[config.mk]
export PLATFORM = sky130hd
export DESIGN_NAME = sr_latch_driver_flat
export DESIGN_NICKNAME = d
export VERILOG_FILES = /design/src/rtl/sr_pkg.sv /design/src/rtl/sr_latch_driver_if.sv /design/src/rtl/sr_debounce.sv /design/src/rtl/sr_latch_driver.sv /design/src/flat_wrapper.sv
export SDC_FILE = /design/constraint.sdc
export NUM_CORES = 1
export LEC_CHECK = 0
export ABC_AREA = 1
export BUFFER_PORTS_ARGS = -buffer_cell sky130_fd_sc_hd__buf_2
export CAP_MARGIN = 5
export CORE_ASPECT_RATIO = 0.6
export CORE_UTILIZATION = 35
export CTS_BUF_LIST = sky130_fd_sc_hd__clkbuf_16
export DETAILED_ROUTE_END_ITERATION = 10
export GPL_ROUTABILITY_DRIVEN = 0
export PLACE_DENSITY_LB_ADDON = 0.2
export SETUP_SLACK_MARGIN = 0.02
export SYNTH_ARGS = -nofsm -noshare
export SYNTH_HDL_FRONTEND = slang
export SYNTH_SLANG_ARGS = --single-unit
[constraint.sdc]
create_clock -name clk -period 1.35 [get_ports clk]
set_clock_uncertainty 0.05 [all_clocks]
set_input_delay 0.3375 -clock clk [delete_from_list [all_inputs] [get_ports clk]]
set_output_delay 0.3375 -clock clk [all_outputs]
set_load 0.03 [all_outputs]
[src/rtl/sr_pkg.sv]
// Shared definitions for the SR latch driver slice.
// Holds the FSM state encoding and the default timing constants used by the
// top level and the per-button debouncer.
package sr_pkg;

  // Command sequencer states; the encoding is fixed so that state values seen
  // in waveforms and in the latch block documentation stay in step.
  typedef enum logic [1:0] {
    IDLE  = 2'd0,
    SET_P = 2'd1,
    CLR_P = 2'd2,
    GAP   = 2'd3
  } sr_state_t;

  // Default timing: debounce length, pulse width, quiet gap, counter width.
  localparam int DEF_DEB_CYCLES = 4;
  localparam int DEF_PULSE_LEN  = 3;
  localparam int DEF_GAP_LEN    = 2;
  localparam int DEF_CNT_W      = 8;

  // Terminal count for a counter that starts at zero and runs for len cycles.
  function automatic int last_count(input int len);
    return len - 1;
  endfunction

endpackage

[src/rtl/sr_latch_driver_if.sv]
// Button / latch-drive bundle of the SR latch driver.
// The master side owns the raw buttons and the latch q readback; the slave
// side (the driver itself) owns the latch drive and status outputs.
interface sr_latch_driver_if;

  logic set_btn;
  logic clr_btn;
  logic q_fb;
  logic s;
  logic r;
  logic busy;
  logic state_exp;
  logic conflict;
  logic err;

  modport master (
    output set_btn, clr_btn, q_fb,
    input  s, r, busy, state_exp, conflict, err
  );

  modport slave (
    input  set_btn, clr_btn, q_fb,
    output s, r, busy, state_exp, conflict, err
  );

endinterface

[src/rtl/sr_debounce.sv]
// Per-button conditioning: 2-flop synchronizer, counting debouncer and a
// rising-edge strobe on the debounced level.
// The debounced level only changes after DEB_CYCLES consecutive synchronized
// samples that disagree with it; any agreeing sample restarts the count.
module sr_debounce
  import sr_pkg::*;
#(
  parameter int DEB_CYCLES = DEF_DEB_CYCLES,
  parameter int CNT_W      = DEF_CNT_W
) (
  input  logic clk,
  input  logic rst,
  input  logic din_raw,
  output logic dout,
  output logic rise
);

  localparam logic [CNT_W-1:0] DEB_LAST = CNT_W'(last_count(DEB_CYCLES));

  logic             sync1;
  logic             sync2;
  logic [CNT_W-1:0] cnt;

  // Two-stage synchronizer bringing the asynchronous button into the clk domain.
  always_ff @(posedge clk or posedge rst) begin
    if (rst) begin
      sync1 <= 1'b0;
      sync2 <= 1'b0;
    end else begin
      sync1 <= din_raw;
      sync2 <= sync1;
    end
  end

  // Debounce counter and level; rise pulses in the same cycle the level goes high.
  always_ff @(posedge clk or posedge rst) begin
    if (rst) begin
      cnt  <= '0;
      dout <= 1'b0;
      rise <= 1'b0;
    end else begin
      rise <= 1'b0;
      if (sync2 == dout) begin
        cnt <= '0;
      end else if (cnt == DEB_LAST) begin
        cnt  <= '0;
        dout <= sync2;
        rise <= sync2;
      end else begin
        cnt <= cnt + 1'b1;
      end
    end
  end

endmodule

[src/rtl/sr_latch_driver.sv]
// SR latch driver: turns debounced set/clear button edges into fixed-width
// s or r pulses separated by a quiet gap, and tracks the latch value that
// those pulses should have produced.
// Optional feature macro: SR_READBACK_EN -- when defined, the latch q output
// is synchronized and compared against the expected value at the end of each
// command; a mismatch sets a sticky err flag.
module sr_latch_driver
  import sr_pkg::*;
#(
  parameter int DEB_CYCLES = DEF_DEB_CYCLES,
  parameter int PULSE_LEN  = DEF_PULSE_LEN,
  parameter int GAP_LEN    = DEF_GAP_LEN,
  parameter int CNT_W      = DEF_CNT_W
) (
  input logic               clk,
  input logic               rst,
  sr_latch_driver_if.slave  bus
);

  localparam logic [CNT_W-1:0] PULSE_LAST = CNT_W'(last_count(PULSE_LEN));
  localparam logic [CNT_W-1:0] GAP_LAST   = CNT_W'(last_count(GAP_LEN));

  sr_state_t        state;
  sr_state_t        state_nx;
  logic [CNT_W-1:0] cnt;
  logic [CNT_W-1:0] cnt_nx;

  logic set_level;
  logic clr_level;
  logic set_req;
  logic clr_req;
  logic unused_levels;

  logic conflict_nx;
  logic exp_nx;

  logic s_q;
  logic r_q;
  logic busy_q;
  logic conflict_q;
  logic state_exp_q;

  sr_debounce #(
    .DEB_CYCLES (DEB_CYCLES),
    .CNT_W      (CNT_W)
  ) u_set_deb (
    .clk     (clk),
    .rst     (rst),
    .din_raw (bus.set_btn),
    .dout    (set_level),
    .rise    (set_req)
  );

  sr_debounce #(
    .DEB_CYCLES (DEB_CYCLES),
    .CNT_W      (CNT_W)
  ) u_clr_deb (
    .clk     (clk),
    .rst     (rst),
    .din_raw (bus.clr_btn),
    .dout    (clr_level),
    .rise    (clr_req)
  );

  // Only the edge strobes drive the sequencer; the levels are kept for debug.
  assign unused_levels = set_level ^ clr_level;

  // Next-state logic: accept a lone request in IDLE, time the pulse, then the gap.
  always_comb begin
    state_nx    = state;
    cnt_nx      = cnt;
    conflict_nx = 1'b0;
    exp_nx      = state_exp_q;
    case (state)
      IDLE: begin
        cnt_nx = '0;
        if (set_req && clr_req) begin
          conflict_nx = 1'b1;
        end else if (set_req) begin
          state_nx = SET_P;
        end else if (clr_req) begin
          state_nx = CLR_P;
        end
      end
      SET_P: begin
        if (cnt == PULSE_LAST) begin
          state_nx = GAP;
          cnt_nx   = '0;
          exp_nx   = 1'b1;
        end else begin
          cnt_nx = cnt + 1'b1;
        end
      end
      CLR_P: begin
        if (cnt == PULSE_LAST) begin
          state_nx = GAP;
          cnt_nx   = '0;
          exp_nx   = 1'b0;
        end else begin
          cnt_nx = cnt + 1'b1;
        end
      end
      GAP: begin
        if (cnt == GAP_LAST) begin
          state_nx = IDLE;
          cnt_nx   = '0;
        end else begin
          cnt_nx = cnt + 1'b1;
        end
      end
      default: begin
        state_nx = IDLE;
        cnt_nx   = '0;
      end
    endcase
  end

  // State and pulse/gap counter registers.
  always_ff @(posedge clk or posedge rst) begin
    if (rst) begin
      state <= IDLE;
      cnt   <= '0;
    end else begin
      state <= state_nx;
      cnt   <= cnt_nx;
    end
  end

  // Registered latch drive and status, decoded from the upcoming state so they
  // line up with the state they describe and never glitch.
  always_ff @(posedge clk or posedge rst) begin
    if (rst) begin
      s_q         <= 1'b0;
      r_q         <= 1'b0;
      busy_q      <= 1'b0;
      conflict_q  <= 1'b0;
      state_exp_q <= 1'b0;
    end else begin
      s_q         <= (state_nx == SET_P);
      r_q         <= (state_nx == CLR_P);
      busy_q      <= (state_nx != IDLE);
      conflict_q  <= conflict_nx;
      state_exp_q <= exp_nx;
    end
  end

  assign bus.s         = s_q;
  assign bus.r         = r_q;
  assign bus.busy      = busy_q;
  assign bus.conflict  = conflict_q;
  assign bus.state_exp = state_exp_q;

`ifdef SR_READBACK_EN
  logic q_sync1;
  logic q_sync2;
  logic err_q;

  // Synchronize the latch q readback into the clk domain.
  always_ff @(posedge clk or posedge rst) begin
    if (rst) begin
      q_sync1 <= 1'b0;
      q_sync2 <= 1'b0;
    end else begin
      q_sync1 <= bus.q_fb;
      q_sync2 <= q_sync1;
    end
  end

  // Sticky mismatch flag, sampled once per command on its last quiet cycle.
  always_ff @(posedge clk or posedge rst) begin
    if (rst) begin
      err_q <= 1'b0;
    end else if ((state == GAP) && (cnt == GAP_LAST) && (q_sync2 != state_exp_q)) begin
      err_q <= 1'b1;
    end
  end

  assign bus.err = err_q;
`else
  logic unused_q_fb;

  assign unused_q_fb = bus.q_fb;
  assign bus.err     = 1'b0;
`endif

endmodule

[src/flat_wrapper.sv]
// flat-port wrapper written by rule: the top's interface ports become plain ports
module sr_latch_driver_flat import sr_pkg::*;
#(
  parameter int DEB_CYCLES = DEF_DEB_CYCLES,
  parameter int PULSE_LEN  = DEF_PULSE_LEN,
  parameter int GAP_LEN    = DEF_GAP_LEN,
  parameter int CNT_W      = DEF_CNT_W
)
  (clk, rst, bus_set_btn, bus_clr_btn, bus_q_fb, bus_s, bus_r, bus_busy, bus_state_exp, bus_conflict, bus_err);
  sr_latch_driver_if bus_i ();
  input logic clk;
  input logic rst;
  input wire logic [$bits(bus_i.set_btn)-1:0] bus_set_btn;
  input wire logic [$bits(bus_i.clr_btn)-1:0] bus_clr_btn;
  input wire logic [$bits(bus_i.q_fb)-1:0] bus_q_fb;
  output wire logic [$bits(bus_i.s)-1:0] bus_s;
  output wire logic [$bits(bus_i.r)-1:0] bus_r;
  output wire logic [$bits(bus_i.busy)-1:0] bus_busy;
  output wire logic [$bits(bus_i.state_exp)-1:0] bus_state_exp;
  output wire logic [$bits(bus_i.conflict)-1:0] bus_conflict;
  output wire logic [$bits(bus_i.err)-1:0] bus_err;
  assign bus_i.set_btn = bus_set_btn;
  assign bus_i.clr_btn = bus_clr_btn;
  assign bus_i.q_fb = bus_q_fb;
  assign bus_s = bus_i.s;
  assign bus_r = bus_i.r;
  assign bus_busy = bus_i.busy;
  assign bus_state_exp = bus_i.state_exp;
  assign bus_conflict = bus_i.conflict;
  assign bus_err = bus_i.err;
  sr_latch_driver #(.DEB_CYCLES(DEB_CYCLES), .PULSE_LEN(PULSE_LEN), .GAP_LEN(GAP_LEN), .CNT_W(CNT_W)) u_core (.clk(clk), .rst(rst), .bus(bus_i));
endmodule
== Word-level counts from Yosys, hierarchy flattened ==
Cells that the tools add are included.

* Add/sub/neg operators: 3
* Eq/ne operators: 13
* Multiplexer cells: 22
* Bitwise gates (word level): 2
* Reduce and logical (&&, ||, !) cells: 8

{| class="wikitable"
|+ Operators by type and width
! operator !! count
|-
| $mux W8 || 6
|-
| $add A8 B1 Y8 const B || 3
|-
| $eq A8 B2 Y1 const B || 3
|-
| $pmux W8 S3 || 1
|-
| $mux W2 || 5
|-
| $eq A8 B1 Y1 const B || 1
|-
| $mux W1 || 8
|-
| $eq A2 B2 Y1 const B || 3
|-
| $pmux W2 S3 || 1
|-
| $eq A2 B1 Y1 const B || 2
|-
| $ne A2 B1 Y1 const B || 2
|-
| $reduce_and A2 Y1 || 2
|-
| $reduce_bool A2 Y1 || 2
|-
| $reduce_and A3 Y1 || 1
|-
| $eq A1 B1 Y1 || 2
|-
| $logic_not A2 Y1 || 1
|-
| $not A1 Y1 || 2
|-
| $pmux W1 S2 || 1
|-
| $reduce_or A2 Y1 || 1
|-
| $logic_and A1 B1 Y1 || 1
|}

* Bits in registers: 39
* Bits of input ports: 5
* Output and inout bits: 6
* Logic and storage cells: 65

== Longest topological paths before layout ==
Gate-level depths: netlist (run 1).

* Depth after elaboration: 5
* Depth in mapped cells: 10

== By module ==
From an unflattened synthesis (run 1), not the netlist that was laid out.

* Cells, all modules: 239
* Area total of the unflattened synthesis: 1978.1 um^2

{| class="wikitable"
|+ Modules (own cells, without submodules)
! module !! instances !! cells an instance !! area each (um^2) !! sequential area each (um^2)
|-
| sr_latch_driver || 1 || 95 || 838.3 || 375.4
|-
| sr_debounce (u_core.u_set_deb) || 1 || 70 || 570.5 || 300.3
|-
| sr_debounce (u_core.u_clr_deb) || 1 || 74 || 569.3 || 300.3
|}

== Worst setup path before layout (run 1) ==
OpenSTA, ideal clock, no wires.

* Kind: flip-flop to flip-flop
* From: register u_core.state[0]
* To: register u_core.busy_q (netlist: u_core.bus.busy)
* Arrival time: 1.165 ns
* Data required time: 1.183 ns
* Setup slack: 0.018 ns
* Cell stages (with the launch flop): 9
* Path buffers: 0
* Clock period less this slack: 1.332 ns
* Path through: dfrtp_1 inv_1 ha_1 inv_1 nand2_1 nand3_1 nand2_2 inv_1 nand2_1

{| class="wikitable"
|+ RTL lines
! item !! RTL line !! RTL
|-
| start: declaration || sr_latch_driver.sv:23 || <nowiki>sr_state_t state;</nowiki>
|-
| start signal: assignment || sr_latch_driver.sv:124 || <nowiki>state <= state_nx;</nowiki>
|-
| $eq A2 B1 Y1 / $eq A2 B2 Y1 (equally long branches) || sr_latch_driver.sv:74 || <nowiki>case (state)</nowiki>
|-
| $reduce_or A2 Y1 (no source line) || - ||
|-
| $pmux W2 S3 (*) || sr_latch_driver.sv:74 ||
|-
| net u_core.state_nx[1] || sr_latch_driver.sv:24 || <nowiki>sr_state_t state_nx;</nowiki>
|-
| $reduce_bool A2 Y1 (*) || sr_latch_driver.sv:141 || <nowiki>busy_q <= (state_nx != IDLE);</nowiki>
|-
| end signal: assignment || sr_latch_driver.sv:141 ||
|-
| end: declaration || sr_latch_driver.sv:39 || <nowiki>logic busy_q;</nowiki>
|}

Mark *: on every way through the listed nets, which the timed path passes. The rest lies on a longest branch.
A chain may end at the register's enable or synchronous reset.

== Worst setup path after layout (run 1) ==
* From: register u_core.cnt[1]
* To: register u_core.busy_q (netlist: u_core.bus.busy)

* Longest elaborated chain between the ends: 4

{| class="wikitable"
|+ Ends and longest elaborated chain
! item !! RTL line !! RTL
|-
| start: declaration || sr_latch_driver.sv:25 || <nowiki>logic [CNT_W-1:0] cnt;</nowiki>
|-
| start signal: assignment || sr_latch_driver.sv:125 || <nowiki>cnt <= cnt_nx;</nowiki>
|-
| $eq A8 B1 Y1 / $eq A8 B2 Y1 (equally long branches) || sr_latch_driver.sv:104, sr_latch_driver.sv:86, sr_latch_driver.sv:95 ||
|-
| $mux W2, on equally long branches || sr_latch_driver.sv:104, sr_latch_driver.sv:86, sr_latch_driver.sv:95 ||
|-
| $pmux W2 S3 (*) || sr_latch_driver.sv:74 ||
|-
| net u_core.state_nx[0] || sr_latch_driver.sv:24 ||
|-
| $reduce_bool A2 Y1 (*) || sr_latch_driver.sv:141 ||
|}

Marks and branches as above.

==> results.cfg, run 1 <==
[synth]
synthCells = 192
yosys_most_used_dff = dfrtp_1
ys_seq_elements = 39
yosys-top-cells-area = dfrtp_1, nor2_1, ha_1
yosysTopAreaCell = dfrtp_1
async_flop_share = 1.00
avgSynthCellArea_um2 = 9.34
synth_edf_count = 0
synth.distinct_cells = 28
syn_nets = 206
yosysTopAreaCellShare = 0.544
syn_area_mm2 = 0.00179
ys_seq_area_frac = 0.544
yosys_warnings = 0
ys_top_cells_by_count = dfrtp_1, nor2_1, inv_1, nand2_1, nand3_1

[drt]
drtIter0Drc = 49
via_per_inst = 4.39
wl_um = 3250
drtPass1Iterations = 4
antenna_left = 0
wire_per_inst_um = 10.9
route.detailed.drc = 0
via_count = 1305

[place]
hpwl_um = 2300
numPortBuffers = 8
placed_area_mm2 = 0.00210

[sta]
whs_ps = 46.0
finalSetupViolations = 0
fin_crit_ps = 1330
rsz0062_at_grt = yes
hold_viol_final = 0
max_freq_mhz = 749
drv_slew = 0
post-route-period-util = 0.988

[die]
die_w_um = 94.4
ios = 11
core_area_mm2 = 0.00475
die_area_mm2 = 0.00542
initial_utilization = 0.377
rows = 19
die_y_um = 57.4

[clock_network]
clkTransAtPathRegs_ps = 60
root_buffer = clkbuf_16
cts_max_path_buffers = 2
cts_tree = built
clkLatencyLatePin_ps = 280
cts-htree-levels = 2
cts_hold_buf = 0
numCtsBuffers = 5
clock-sinks = 39

[final_layout]
drive_gt1_frac = 0.359
area_growth_pct = 34.8
n_antenna_cell = 0
nets = 247
fill_cells = 466
finish.instance_area_mm2 = 0.00242

[critical_path]
worst_ep_arrival_time_ps = 1460
startpoint_type = flip-flop
cp_max_fo = 3
required_ps = 1470
critical_path_class = reg -> reg
cp-end-kind = flip-flop
rr_worst_depth = 9

[power_and_ir_drop]
vdd_ir_drop_max_uv = 649
p_per_area_mw_per_mm2 = 1750
p_leak_nw = 1.14
finalPower_w = 0.00424

[grt]
grtUsageTotal = 0.137
grt_pass1_vias = 1218
overflow = 0
antenna_found_initial = 0
grt_max_degree = 40
grt_first_pass_wirelength_um = 5460

[flow_run]
max_cap_viol_count = 0

[min_path]
hold_class = in -> async

[status]
status = complete, no violations
## cell usage in the layout (no fill, tap or decap), types with 7 or more instances in the layout
cell type and count:
inv_2 8, xor2_1 8, nor2_2 7, buf_4 26
buf_2 8, inv_1 17, nand3_2 7, nand2_1 19
nor2_1 30, dfrtp_1 39
## report_power, final
| group | switching [W] | total, W | leakage, nW | internal [W] |
|---|---|---|---|---|
| clock | 0.000440 | 0.00130 | 0.0812 | 0.000861 |
| combinational | 0.000812 | 0.00145 | 0.541 | 0.000638 |
| sequential | 0.000132 | 0.00149 | 0.521 | 0.00136 |
| total | 0.00138 | 0.00424 | 1.14 | 0.00285 |
## registers in the layout (all words and copies together), names as in the netlist, 2 cells and up
| name | count |
|---|---|
| u_core.state | 2 |
| u_core.cnt | 8 |
| u_core.u_clr_deb.cnt | 8 |
| u_core.u_set_deb.cnt | 8 |
## path summary, 6_finish.rpt
path	slack [ps]	endpoint	start
min	50	u_core.bus.state_exp$_DFFE_PP0P_	rst
min in group clk	110	u_core.u_set_deb.sync1$_DFF_PP0_	bus_set_btn
max in group asynchronous	1010	u_core.u_clr_deb.cnt[4]$_DFF_PP0_	rst
max	20	u_core.bus.busy$_DFF_PP0_	u_core.cnt[1]$_DFF_PP0_
max reg2reg	20	u_core.bus.busy$_DFF_PP0_	u_core.cnt[1]$_DFF_PP0_
min reg2reg	290	u_core.u_clr_deb.sync2$_DFF_PP0_	u_core.u_clr_deb.sync1$_DFF_PP0_
## layer usage
metal,up-vias,part of all wire,track usage
li1,689,-,-
met1,593,0.56,0.196
met2,16,0.38,0.181
met3,7,0.036,0.0480
met4,0,0.019,0.0725
met5,-,0,0
## cell type report
cell class | instances | area (um2) | area share
tap | 63 | 78.8 | 0.0326
clock inverter | 3 | 38.8 | 0.0160
multi-input combinational | 127 | 850 | 0.351
inverter | 25 | 93.8 | 0.0388
clock buffer | 5 | 125 | 0.0518
timing repair buffer | 35 | 255 | 0.106
sequential | 39 | 976 | 0.404
## worst max-delay path, stage by stage, from the launching register on
cell and delay, ps:
dfrtp_1 400, inv_1 60, ha_1 130, nand2_1 60, o21ai_2 140, nand2_2 110, nand3_2 90, nand2_2 70
inv_2 70, nand2_1 40
## stage by stage
step	instances	TNS, ps	utilization	worst slack [ps]
2_1_floorplan	192	0	-	23.6
3_3_place_gp	287	-533	0.443	-79.5
3_5_place_dp	287	-361	0.443	-60.8
4_1_cts	296	0	0.487	4.05
5_1_grt	297	-504	0.508	-110
6_report	297	0	0.508	15.8
## logic make-up after synthesis
family / count (synthesis) / synth area share
and+or+nand+nor: 87 / 0.217
other: 1 / 0.00209
xor gates and xnor gates: 11 / 0.0537
DFF: 39 / 0.544
buffers and inverters: 26 / 0.0565
adders and majority gates: 9 / 0.0628
AOI/OAI and AO/OA: 19 / 0.0635
## what timing repair did
item                                    in CTS  in global routing
cloned                                       0                  0
setup buffers                                1                  1
endpoints found under the setup margin      13                 20
pin swaps                                    5                  6
resized for setup                           15                 25
(Power assumes the default switching activity.)
==> run 2, diff against run 1 <==
- ABC_AREA: 1 -> not set
==> run 2 against run 1 <==
  * The flow now finishes with violations (setup timing)
  * Clock-buffer cell count unchanged
  * Sequential cell count unchanged
  * Cell count down 7.4%
  * Critical path depth down 4
  * First-iteration DRC count up 10%
  * Fmax down 14%
  * Sequential share of layout area down 2.4 points
  * Critical endpoint is now u_core.cnt[6]$_DFF_PP0_
  * Largest cell class is now multi-input combinational cells
  * Highest routed layer unchanged
==> results.cfg, run 2 <==
[sta]
max_freq_mhz = 644
rsz0062_at_grt = yes
post-route-period-util = 1.15
finalSetupViolations = 16
hold_viol_final = 0
whs_ps = 56.8
drv_slew = 0
fin_crit_ps = 1550
fin_ws_ps = -203

[drt]
antenna_left = 0
drtIter0Drc = 54
route.detailed.drc = 0
via_count = 1317
drtPass1Iterations = 4
wl_um = 3590
via_per_inst = 4.79
wire_per_inst_um = 13.0

[die]
die_w_um = 94.8
ios = 11
initial_utilization = 0.381
core_area_mm2 = 0.00475
die_area_mm2 = 0.00547
rows = 19
die_y_um = 57.7

[critical_path]
critical_path_depth = 5
worst_ep_arrival_time_ps = 1660
path_cells = nor4_4 -> buf_6 -> nand3_4 -> a31oi_4 -> nor2_1
cp-end-kind = flip-flop
cp_max_fo = 8
critical_path_class = reg -> reg
cp_slowest_cell = dfrtp_1
cp_num_buf_inv = 1
cp_slowest_stage_delay_ps = 400
rr_worst_depth = 5
required_ps = 1450
startpoint_type = flip-flop
critPathTopFamily = simple AND/OR/NAND/NOR gates

[final_layout]
drive_gt1_frac = 0.382
reg_top3 = u_core.cnt: 8 flops, u_core.u_clr_deb.cnt: 8 flops, u_core.u_set_deb.cnt: 8 flops
finish.instance_area_mm2 = 0.00257
n_antenna_cell = 0
layout_common_cells = dfrtp_1, buf_4, nor2_1
mostFrequentLayoutCell = dfrtp_1
fin_cells = 275
nets = 225
fill_cells = 391
finish.utilization = 0.541
area_growth_pct = 42.0

[grt]
grt_max_degree = 40
grtUsageTotal = 0.158
grt_first_pass_wirelength_um = 6360
antenna_found_initial = 0
grt_pass1_vias = 1312
overflow = 0

[synth]
avgSynthCellArea_um2 = 11.0
yosys_warnings = 0
async_flop_share = 1.00
ys_seq_area_frac = 0.539
ys_seq_elements = 39
yosys-top-cells-area = dfrtp_1, ha_1, xor2_1
synthCells = 164
synth.distinct_cells = 31
synth_edf_count = 0
ys_top_cells_by_count = dfrtp_1, nor2_1, nand2_1
synth.most_common_cell = dfrtp_1
yosysTopAreaCellShare = 0.539
syn_nets = 178
syn_area_mm2 = 0.00181
yosysTopAreaCell = dfrtp_1
yosys_most_used_dff = dfrtp_1

[clock_network]
clkTransAtPathRegs_ps = 60
root_buffer = clkbuf_16
cts_tree = built
cts-htree-levels = 2
clkLatencyLatePin_ps = 280
numCtsBuffers = 5
clock-sinks = 39
cts_hold_buf = 0
cts_max_path_buffers = 2

[place]
numPortBuffers = 8
place_ws_ps = -187
placedCellCount = 260
placed_area_mm2 = 0.00216
hpwl_um = 2450

[status]
status = finished with violations
violations = setup timing

[power_and_ir_drop]
p_clk_frac = 0.350
p_sw_frac = 0.297
switchingPower_w = 0.00128
combinationalPowerShare = 0.314
seqPwrFrac = 0.336
intPower_w = 0.00304
p_leak_nw = 1.16
p_per_area_mw_per_mm2 = 1680
vdd_ir_drop_max_uv = 778

[flow_run]
max_cap_viol_count = 0

[min_path]
hold_class = in -> async
## run 2: cell types whose count changed in the layout (fill, tap and decap cells not counted), moves of 5 or more
| cell | before | now |
|---|---|---|
| nand3_2 | 7 | 2 |
| nor2_1 | 30 | 23 |
| nand2_1 | 19 | 10 |
| inv_1 | 17 | 8 |
| a21oi_1 | 6 | 1 |
| and3_1 | 0 | 6 |
| xnor2_1 | 3 | 8 |
| inv_2 | 8 | 2 |
## run 2: per-layer routing
layer  global-route usage  wire length (um)
met5                    0                 0
met4               0.0714                64
met3               0.0459               162
met2                0.227              1540
met1                0.221              1820
## run 2: cell families (layout without fill, tap and decap cells)
group                    after synthesis  count (layout)  synth area share
AO/OA/AOI/OAI                         14              14            0.0705
XOR/XNOR                              20              20            0.0968
flip-flops                            39              39             0.539
adder cells (fa/ha/maj)               10              10            0.0678
AND/OR/NAND/NOR                       68              68             0.188
multiplexers                           2               2            0.0124
buffers and inverters                 10              58            0.0228
other                                  1               1           0.00207
## run 2: power groups by stage
| stage | sequential (W) | combinational (W) | clock, W |
|---|---|---|---|
| after CTS | 0.00144 | 0.00120 | 0.00154 |
| after floorplan | 0.00152 | 0.000627 | 0 |
| after global placement | 0.00144 | 0.00104 | 0 |
| after detailed placement | 0.00145 | 0.00107 | 0 |
| after global routing | 0.00147 | 0.00149 | 0.00160 |
| final | 0.00145 | 0.00136 | 0.00151 |
## run 2: path summary, 6_finish.rpt
path | from | end | slack (ps)
worst min-delay path | rst | u_core.u_clr_deb.sync2$_DFF_PP0_ | 60
worst max-delay path | u_core.cnt[3]$_DFF_PP0_ | u_core.cnt[6]$_DFF_PP0_ | -200
worst max register to register | u_core.cnt[3]$_DFF_PP0_ | u_core.cnt[6]$_DFF_PP0_ | -200
min in group clk | bus_clr_btn | u_core.u_clr_deb.sync1$_DFF_PP0_ | 110
worst min register to register | u_core.u_set_deb.sync1$_DFF_PP0_ | u_core.u_set_deb.sync2$_DFF_PP0_ | 300
max in group asynchronous | rst | u_core.u_set_deb.sync1$_DFF_PP0_ | 1000
## run 2: metrics by stage
step                      total power (W)  TNS, ps
after global routing              0.00457    -3540
final                             0.00432    -2270
after CTS                         0.00418    -1940
after detailed placement          0.00252    -3280
after global placement            0.00248    -2360
after floorplan                   0.00215    -1820
## run 2: worst min-delay path, stage by stage
cell and delay [ps]:
buf_2 100, inv_1 90, buf_12 230
## run 2: layout make-up
| type | count | area, um2 | share of cell area |
|---|---|---|---|
| multi-input cells | 115 | 977 | 0.380 |
| flip-flops and latches | 39 | 976 | 0.380 |
| repair buffers | 41 | 315 | 0.123 |
| clock buffers | 5 | 125 | 0.0487 |
| well taps | 63 | 78.8 | 0.0307 |
| clock inverters | 3 | 63.8 | 0.0248 |
| inverters | 9 | 33.8 | 0.0131 |
## run 2: repair_timing
action                                  4_1_cts  5_1_grt
resized for setup                            16       18
endpoints found under the setup margin       32       34
pin swaps                                    14       17
buffers inserted                              4        4
